**src/rtl/alu_execute_unit.sv**
```systemverilog
// -----------------------------------------------------------------------------
// alu_execute_unit
//
// Execute stage of the 8-bit datapath. It accepts one operation per Start
// (while not Busy) and computes the result. It then drives the register file
// write port for exactly one cycle. ALU operations take one cycle. The
// optional shift-add multiplier takes nine cycles.
//
// Build option:
//   ALU_MUL_EN  defined   -> opcode 111 is a 9-cycle unsigned multiply
//                            (MULT state, bit counter and accumulator present)
//               undefined -> opcode 111 is MOV (result = OperandB, Carry = 0),
//                            single-cycle like every other opcode
//
// Ports:
//   CLK          clock, all state changes on posedge
//   Reset        synchronous, active-high reset; aborts any operation
//   Start        request, sampled only while Busy = 0
//   Opcode       000 ADD, 001 SUB, 010 AND, 011 OR, 100 XOR,
//                101 SHL, 110 SHR, 111 MUL / MOV
//   OperandA/B   register file read data, captured at acceptance
//   DestAddress  destination register, captured at acceptance
//   Busy         high while an accepted operation is in flight
//   WriteEnable  one-cycle register file write strobe
//   WriteAddress register file write address (holds after the strobe)
//   WriteData    result (holds after the strobe)
//   Done         copy of WriteEnable for the control unit
//   Zero         result == 0, updated on entry to WRITE
//   Carry        carry / borrow / last shift-out / multiply overflow
// -----------------------------------------------------------------------------
module alu_execute_unit #(
    parameter int DATA_WIDTH   = 8,
    parameter int ADDR_WIDTH   = 4,
    parameter int OPCODE_WIDTH = 3
) (
    input  logic                    CLK,
    input  logic                    Reset,
    input  logic                    Start,
    input  logic [OPCODE_WIDTH-1:0] Opcode,
    input  logic [DATA_WIDTH-1:0]   OperandA,
    input  logic [DATA_WIDTH-1:0]   OperandB,
    input  logic [ADDR_WIDTH-1:0]   DestAddress,
    output logic                    Busy,
    output logic                    WriteEnable,
    output logic [ADDR_WIDTH-1:0]   WriteAddress,
    output logic [DATA_WIDTH-1:0]   WriteData,
    output logic                    Done,
    output logic                    Zero,
    output logic                    Carry
);

    localparam int SH_W = $clog2(DATA_WIDTH);

    localparam logic [OPCODE_WIDTH-1:0] OP_ADD = OPCODE_WIDTH'(0);
    localparam logic [OPCODE_WIDTH-1:0] OP_SUB = OPCODE_WIDTH'(1);
    localparam logic [OPCODE_WIDTH-1:0] OP_AND = OPCODE_WIDTH'(2);
    localparam logic [OPCODE_WIDTH-1:0] OP_OR  = OPCODE_WIDTH'(3);
    localparam logic [OPCODE_WIDTH-1:0] OP_XOR = OPCODE_WIDTH'(4);
    localparam logic [OPCODE_WIDTH-1:0] OP_SHL = OPCODE_WIDTH'(5);
    localparam logic [OPCODE_WIDTH-1:0] OP_SHR = OPCODE_WIDTH'(6);
    localparam logic [OPCODE_WIDTH-1:0] OP_MUL = OPCODE_WIDTH'(7);  // MOV without ALU_MUL_EN

`ifdef ALU_MUL_EN
    typedef enum logic [1:0] {IDLE = 2'd0, MULT = 2'd1, WRITE = 2'd2} state_t;
`else
    typedef enum logic [1:0] {IDLE = 2'd0, WRITE = 2'd2} state_t;
`endif

    state_t state, state_next;
    logic   accept;

    // ---------------------------------------------------------------------
    // Single-cycle ALU, evaluated directly on the inputs so the result can be
    // registered at the same edge that accepts the request.
    // ---------------------------------------------------------------------
    logic [SH_W-1:0]         sh_amt;
    logic [2*DATA_WIDTH-1:0] shl_ext;
    logic [2*DATA_WIDTH-1:0] shr_ext;
    logic [DATA_WIDTH-1:0]   alu_result;
    logic                    alu_carry;

    assign sh_amt  = OperandB[SH_W-1:0];
    // The last bit shifted out always lands just outside the kept byte:
    // bit DATA_WIDTH for a left shift, bit DATA_WIDTH-1 for a right shift.
    // Both are 0 when the shift amount is 0.
    assign shl_ext = {{DATA_WIDTH{1'b0}}, OperandA} << sh_amt;
    assign shr_ext = {OperandA, {DATA_WIDTH{1'b0}}} >> sh_amt;

    always_comb begin
        // NOTE: every variable written here gets a default first, so no path can leave one unassigned and infer a latch.
        alu_result = '0;
        alu_carry  = 1'b0;
        case (Opcode)
            OP_ADD: {alu_carry, alu_result} = {1'b0, OperandA} + {1'b0, OperandB};
            // The ninth bit of a wrapped unsigned difference is the borrow.
            OP_SUB: {alu_carry, alu_result} = {1'b0, OperandA} - {1'b0, OperandB};
            OP_AND: alu_result = OperandA & OperandB;
            OP_OR:  alu_result = OperandA | OperandB;
            OP_XOR: alu_result = OperandA ^ OperandB;
            OP_SHL: begin
                alu_result = shl_ext[DATA_WIDTH-1:0];
                alu_carry  = shl_ext[DATA_WIDTH];
            end
            OP_SHR: begin
                alu_result = shr_ext[2*DATA_WIDTH-1:DATA_WIDTH];
                alu_carry  = shr_ext[DATA_WIDTH-1];
            end
`ifndef ALU_MUL_EN
            OP_MUL: alu_result = OperandB;
`endif
            default: ;
        endcase
    end

`ifdef ALU_MUL_EN
    // ---------------------------------------------------------------------
    // Shift-add multiplier: one multiplier bit per cycle over DATA_WIDTH cycles.
    // ---------------------------------------------------------------------
    localparam logic [SH_W-1:0] LAST_BIT = SH_W'(DATA_WIDTH - 1);

    logic [2*DATA_WIDTH-1:0] acc;
    logic [2*DATA_WIDTH-1:0] acc_next;
    logic [2*DATA_WIDTH-1:0] mcand;
    logic [DATA_WIDTH-1:0]   mplier;
    logic [SH_W-1:0]         bit_cnt;
    logic [ADDR_WIDTH-1:0]   dest_q;
    logic                    is_mul;

    assign is_mul   = (Opcode == OP_MUL);
    assign acc_next = mplier[0] ? (acc + mcand) : acc;
`endif

    assign accept = (state == IDLE) && Start;

    // ---------------------------------------------------------------------
    // Control FSM
    // ---------------------------------------------------------------------
    always_ff @(posedge CLK) begin
        if (Reset) state <= IDLE;
        else       state <= state_next;
    end

    always_comb begin
        state_next  = state;
        Busy        = 1'b0;
        WriteEnable = 1'b0;
        case (state)
            IDLE: begin
`ifdef ALU_MUL_EN
                if (Start) state_next = is_mul ? MULT : WRITE;
`else
                if (Start) state_next = WRITE;
`endif
            end
`ifdef ALU_MUL_EN
            MULT: begin
                Busy = 1'b1;
                if (bit_cnt == LAST_BIT) state_next = WRITE;
            end
`endif
            WRITE: begin
                Busy        = 1'b1;
                WriteEnable = 1'b1;
                state_next  = IDLE;
            end
            default: state_next = IDLE;
        endcase
    end

    assign Done = WriteEnable;

    // ---------------------------------------------------------------------
    // Result, flag and multiplier registers
    // ---------------------------------------------------------------------
    always_ff @(posedge CLK) begin
        // NOTE: this design has no storage array, so every register, datapath included, gets a reset value.
        if (Reset) begin
            WriteAddress <= '0;
            WriteData    <= '0;
            Zero         <= 1'b0;
            Carry        <= 1'b0;
`ifdef ALU_MUL_EN
            acc          <= '0;
            mcand        <= '0;
            mplier       <= '0;
            bit_cnt      <= '0;
            dest_q       <= '0;
`endif
        end else begin
            // NOTE: non-blocking assignments let every register see the pre-edge values of the others.
`ifdef ALU_MUL_EN
            if (accept && is_mul) begin
                acc     <= '0;
                bit_cnt <= '0;
                mcand   <= {{DATA_WIDTH{1'b0}}, OperandA};
                mplier  <= OperandB;
                dest_q  <= DestAddress;
            end else if (state == MULT) begin
                acc     <= acc_next;
                mcand   <= mcand << 1;
                mplier  <= mplier >> 1;
                bit_cnt <= bit_cnt + 1'b1;
                if (bit_cnt == LAST_BIT) begin
                    WriteData    <= acc_next[DATA_WIDTH-1:0];
                    WriteAddress <= dest_q;
                    Zero         <= (acc_next[DATA_WIDTH-1:0] == '0);
                    Carry        <= |acc_next[2*DATA_WIDTH-1:DATA_WIDTH];
                end
            end else
`endif
            if (accept) begin
                WriteData    <= alu_result;
                WriteAddress <= DestAddress;
                Zero         <= (alu_result == '0);
                Carry        <= alu_carry;
            end
        end
    end

endmodule
```
**config.mk**
```make
export PLATFORM = sky130hd
export DESIGN_NAME = alu_execute_unit
export DESIGN_NICKNAME = d
export VERILOG_FILES = /design/src/rtl/alu_execute_unit.sv
export SDC_FILE = /design/constraint.sdc
export NUM_CORES = 1
export LEC_CHECK = 0
export ABC_AREA = 1
export ABC_CLOCK_PERIOD_IN_PS = 3200
export CAP_MARGIN = 20
export CORE_MARGIN = 10
export CORE_UTILIZATION = 58
export CTS_CLUSTER_DIAMETER = 120
export DETAILED_ROUTE_END_ITERATION = 12
export PLACE_DENSITY_LB_ADDON = 0.08
export SYNTH_ARGS = -nofsm -noshare
export SYNTH_HDL_FRONTEND = slang
export SYNTH_SLANG_ARGS = --single-unit
```
**constraint.sdc**
```tcl
create_clock -name CLK -period 3.2 [get_ports CLK]
set_input_delay 0.64 -clock CLK [delete_from_list [all_inputs] [get_ports CLK]]
set_output_delay 0.64 -clock CLK [all_outputs]
set_load 0.02 [all_outputs]
```
# Word level (Yosys, flattened, before mapping)
# Index checks and enable logic that the tools add are counted.
# word_totals
register_bits,15
elab_cells,28
output_inout_bits,17
inputBits,26
# op_classes
addsub,2
shift,2
n_eq_ne,7
n_bitwise,4
mux,3
reduce_logical,5
# op_table
cell,n
$pmux W8 S8,1
$shr A16 B3 Y16,1
$eq A3 B3 Y1 const B,4
$add A8 B8 Y9,1
$shl A8 B3 Y9,1
$sub A8 B8 Y9,1
$and A8 B8 Y8,1
$logic_not A8 Y1,1
$or A8 B8 Y8,1
$xor A8 B8 Y8,1
$eq A3 B2 Y1 const B,2
$pmux W1 S4,1
$eq A3 B1 Y1 const B,1
$logic_not A3 Y1,1
$logic_not A2 Y1,1
$reduce_or A2 Y1,1
$logic_and A1 B1 Y1,1
$mux W1,1
$not A1 Y1,1

# Longest topological paths before layout
# Gate-level depths: netlist of run 1.
# depth
ltp_word,3
ltp_mapped,15
mapped_depth_nobuf,15

# Least setup slack after synthesis of run 1
# No wires, ideal clock.
# synth_path
path_kind,input to register
from,input OperandB[1]
to,register Zero
setup_slack_ps,1041
arrival_ps,2089
t_required_ps,3130
stages,14
path_cell_list,inv_1 > buf_2 > fa_1 > inv_1 > nand2_1 > nand2_1 > nor2_1 > nor3_1 > nand3_1 > nand2_1 > nand2_1 > nor2_1 > nand4_1 > a21oi_1
# synth_via
elab_chain_cells,3
word_cells_on_any_way,9
# synth_rtl
element,line,rtl
start: declaration,41,"input logic [DATA_WIDTH-1:0] OperandB,"
$sub A8 B8 Y9 (tied with other cells),96,"OP_SUB: {alu_carry, alu_result} = {1'b0, OperandA} - {1'b0, OperandB};"
$pmux W8 S8 *,93,case (Opcode)
$logic_not A8 Y1 *,214,Zero <= (alu_result == '0);
end signal: assignment,214,
end: declaration,48,"output logic Zero,"
# Mark *: on every way between the ends. The rest lies on a longest branch, timed or not.
# A chain may end at the register's enable or synchronous reset.

# Final worst setup path of run 1
# layout_path
from,input OperandB[2]
to,register Zero
# Same word-level chain as after synthesis.

==> metrics.cfg, run 1 <==
[finish]
layout_common_cells=nand2_1, nand3_1, inv_1, nor2_1, clkdlybuf4s50_1
fin_util=0.733
syn2layout_area_growth_pct=22.0
layout_commonest_cell=nand2_1
fin_nets=533
drive_above_1_share=0.0585
finalNonFillerCells=529
diodes=0
final_area_um2=2930

[synthesis]
avgSynthCellArea_um2=5.51
synthesis.nets=489
synthCells=436
ys_warn_count=0
yosys.area.top_type=nand2_1
synth.distinct_cells=26
synth_top_cell_area_share=0.191
yosysSeqAreaShare=0.125
ys_ff_latch=15
synthTopCellsByArea=nand2_1, nand3_1, ha_1
syn_area_um2=2400

[timing]
period_minus_slack_ps=2860
grt_setup_unrepaired=no
drv_slew=0
max_slew_margin=0.588
skew_ps=4.43
fmax_mhz=350
whs_ps=483
setup_viol=0
postLayoutSetupSlackWorst_ps=340
final.period_utilization=0.894
tightest_slew_ps=614
hold_viol=0
tns_ps=0

[flow_run]
drv_cap=0

[critical_path]
crit_required_ps=3390
critPathLaunchType=primary input
crit_fanout=9
rrSetupSlack_ps=1960
timing.rr.end=Zero
r2r_start=state[1]
path_class=in -> reg
r2r_cells=5
arrival_ps=3050
endpoint_kind=flop

[routing]
wl_per_cell_um=14.9
viasPerCell=5.56
drt-pass1-iter-count=5
drc_errors=0
drt-total-wl_um=7870
first_iter_violations=297
antenna_left=0
num_vias=2942

[hold_path]
hold-path-endpoint=Zero
hold_path.class=reg -> reg
hp-start=Zero
min_path_cells=2

[placed_design]
dpl.cell_count=525
dp_slack_ps=140
gp_congestion=1.03
port_buffers=42
placed_cell_area_um2=2890
dp_hpwl_um=6430

[power_and_ir_drop]
max-vdd-ir-drop_mv=0.130
power.leakage_nw=1.54
power.total_mw=0.762
powerDensity_nw_per_um2=260

[die]
die_w_um=84.4
fp.dieArea_um2=7120
die_h_um=84.4
num_io_pins=43
core_area_um2=4000
num_rows=23
start_util=0.601

[clock_network]
cts_tree=yes
clk_pin_slew_ps=60
ctsLongestPathBuffers=2
cts.sinks=15
clkLatencyLatePin_ps=250
cts_resized=0
cts_hold_buf=0
cts_setup_buffers=0
cts_inserted_buffers=3
htreeDepth=1
clockRootBuffer=clkbuf_8

[grt]
grt_pass1_vias=2842
grt_overflow_total=0
grt_usage=0.217
grt_antenna_before_repair=0
grt_max_degree=23
grt_first_pass_wirelength_um=13200

[outcome]
status=finished, final reports clean

sequential cells by signal, summed over array words and instances, names as in the netlist:
name          cells
WriteData         8
WriteAddress      4
Carry             1
Zero              1
state             1
per-layer routing:
metal / routed length (µm) / global-route usage / share of wire / up-vias
met3: 735 / 0.0377 / 0.093 / 31
met5: 0 / 0 / 0 / -
li1: - / - / - / 1480
met4: 325 / 0.0988 / 0.041 / 0
met1: 3320 / 0.271 / 0.42 / 1293
met2: 3490 / 0.355 / 0.44 / 138
worst max path at each step:
stage / slack [ps] / startpoint / to
floorplan: 1040 / OperandB[1] / Zero
global placement: 220 / OperandB[2] / Zero
detailed placement: 140 / OperandB[2] / Zero
CTS: 390 / OperandB[2] / Zero
global route: 80 / OperandB[2] / Zero
finish: 340 / OperandB[2] / Zero
cells in the mapped netlist, drive strengths merged:
master	instances
o211ai	2
ha	25
a211oi	1
nand3	71
fa	2
inv	63
nor2	57
xor2	1
buf	14
nor3	5
o21bai	1
o21ai	22
nand2	122
clkbuf	2
clkinv	1
a21oi	17
and3	1
dfxtp	15
nand4	14
cells by family after synthesis:
| family | count (synthesis) | share of synthesized area |
|---|---|---|
| compound gates | 43 | 0.0953 |
| xor+xnor | 1 | 0.00365 |
| fa+ha+maj | 27 | 0.147 |
| buf+inv | 80 | 0.143 |
| flops | 15 | 0.125 |
| simple gates | 270 | 0.486 |
critical path, cell delays in order:
cell and delay [ps]:
clkdlybuf4s50_1 600, inv_2 100, ha_1 460, inv_1 130, a21oi_1 210, nand2_1 150
nand2_1 100, nand3_1 70, nand3_1 90, nand2_1 50, nor2_1 190, nand4_1 120
a21oi_1 120
where the power goes:
part,internal [mW],leakage (nW),switching [mW]
Combinational,0.153,1.39,0.245
Sequential,0.202,0.124,0.00722
Clock,0.0883,0.0228,0.0675
Total,0.443,1.54,0.319
layout make-up:
cell class,instances,area [µm²]
Inverter,64,245
Clock buffer,4,45.0
Multi-Input combinational cell,341,1760
Tap cell,50,62.6
Sequential cell,15,300
Fill cell,362,1070
Timing Repair Buffer,55,518
(Power assumes the default switching activity.)
==> inputs of run 2 (changes only) <==
CAP_MARGIN = unset   (was 20)
CORE_ASPECT_RATIO = 0.9   (was unset)
CTS_CLUSTER_SIZE = 16   (was unset)
==> run 2 against run 1 <==
First-iteration DRC count shrank 30%. Utilization shrank 1.8 points. Hold slack lost 10 ps. Routed wire length grew 0.10%. Power shrank 0.31%. Register-to-register slack lost 60 ps. Largest cell class unchanged. Largest power group unchanged.
==> metrics.cfg, run 2 (same netlist as run 1, synthesis figures left out) <==
[grt]
use_met3=0.0720
busiest_layer=met2
grt_max_degree=23
grt_pass1_vias=2829
use_met2=0.333
grt_overflow_total=0
grt_antenna_before_repair=0
grtUsageMet1=0.276
grt_first_pass_wirelength_um=12900
grt_usage=0.220

[routing]
num_vias=3017
drt-pass1-iter-count=6
first_iter_violations=208
wl_per_cell_um=15.1
viasPerCell=5.78
drc_errors=0
drt-total-wl_um=7880
antenna_left=0

[die]
num_io_pins=43
num_rows=22
core_area_um2=4050
fp.dieArea_um2=7120
start_util=0.594
die_h_um=81.1
die_w_um=87.8

[power_and_ir_drop]
power.leakage_nw=1.52
powerDensity_nw_per_um2=263
swShare=0.426
pwr-share-comb=0.517
max-vdd-ir-drop_mv=0.147
internal_power_mw=0.436
p_switching_mw=0.324
p_seq_frac=0.275
power.total_mw=0.760
clock_power_share=0.208

[critical_path]
path_class=in -> reg
rrSetupSlack_ps=1900
arrival_ps=3030
critPathLaunchType=primary input
endpoint_kind=flop
crit_fanout=9
r2r_cells=5
crit_end=Zero
timing.rr.end=Zero
crit_required_ps=3380
r2r_start=state[1]
crit_start=OperandB[2]

[clock_network]
cts_tree=yes
clkLatencyLatePin_ps=250
cts_inserted_buffers=3
ctsLongestPathBuffers=2
htreeDepth=1
clockRootBuffer=clkbuf_8
clk_pin_slew_ps=60
cts_resized=0
cts_hold_buf=0
cts.sinks=15
cts_setup_buffers=0

[timing]
fmax_mhz=351
tns_ps=0
skew_ps=0.681
postLayoutSetupSlackWorst_ps=352
tightest_slew_ps=640
final.period_utilization=0.890
grt_setup_unrepaired=no
period_minus_slack_ps=2850
drv_slew=0
hold_viol=0
max_slew_margin=0.571
setup_viol=0

[outcome]
status=finished, final reports clean

[finish]
top_register=WriteData
final_area_um2=2890
fin_util=0.715
syn2layout_area_growth_pct=20.4
fin_nets=528
diodes=0
layout_commonest_cell=nand2_1
drive_above_1_share=0.0506
largest_reg_flops=8
largestRegisters=WriteData: 8 flops, WriteAddress: 4 flops
layout_common_cells=nand2_1, nand3_1, inv_1, nor2_1, clkdlybuf4s50_1

[flow_run]
drv_cap=0

[hold_path]
hp-start=Carry
hold_path.class=reg -> reg

[placed_design]
dp_hpwl_um=6240
gp_congestion=1.01
dp_slack_ps=171
placed_cell_area_um2=2850
port_buffers=42

==> run 2: worst min-delay path by stage <==
| stage | slack (ps) | depth (start not counted) | end |
|---|---|---|---|
| finish | 470 | 2 | Carry |
| floorplan | 540 | 2 | Carry |
| detailed placement | 460 | 2 | Carry |
| global route | 500 | 2 | Carry |
| CTS | 470 | 2 | Carry |
| global placement | 460 | 2 | Zero |
==> run 2: cell type report <==
type                            count  area, µm²
Clock buffer                        3       41.3
Clock inverter                      1       5.00
Fill cell                         360       1150
Inverter                           64        245
Multi-Input combinational cell    341       1760
Sequential cell                    15        300
Tap cell                           48       60.1
Timing Repair Buffer               50        480
==> run 2: power groups by stage <==
stage	logic [mW]	clock network [mW]	registers, mW
global placement	0.376	0	0.212
finish	0.393	0.158	0.209
global route	0.436	0.170	0.210
CTS	0.385	0.161	0.209
floorplan	0.230	0	0.230
detailed placement	0.383	0	0.213
==> run 2: worst max-delay path, cell delays in order <==
cell and delay (ps):
clkdlybuf4s50_1 590, inv_2 100, ha_1 460, inv_1 120
a21oi_1 210, nand2_1 130, nand2_1 100, nand3_1 70
nand3_1 90, nand2_1 60, nor2_1 190, nand4_1 130
a21oi_1 140
==> run 2: stage by stage <==
step,hold WS (ps),cells
final,473,522
after global routing,496,522
after CTS,472,522
after detailed placement,462,518
after floorplan,539,436
after global placement,461,518
==> run 2: routing by layer <==
layer / vias up / wire [µm]
met5: - / 0
met4: 0 / 297
met3: 32 / 993
met2: 178 / 3380
met1: 1331 / 3210
li1: 1476 / -
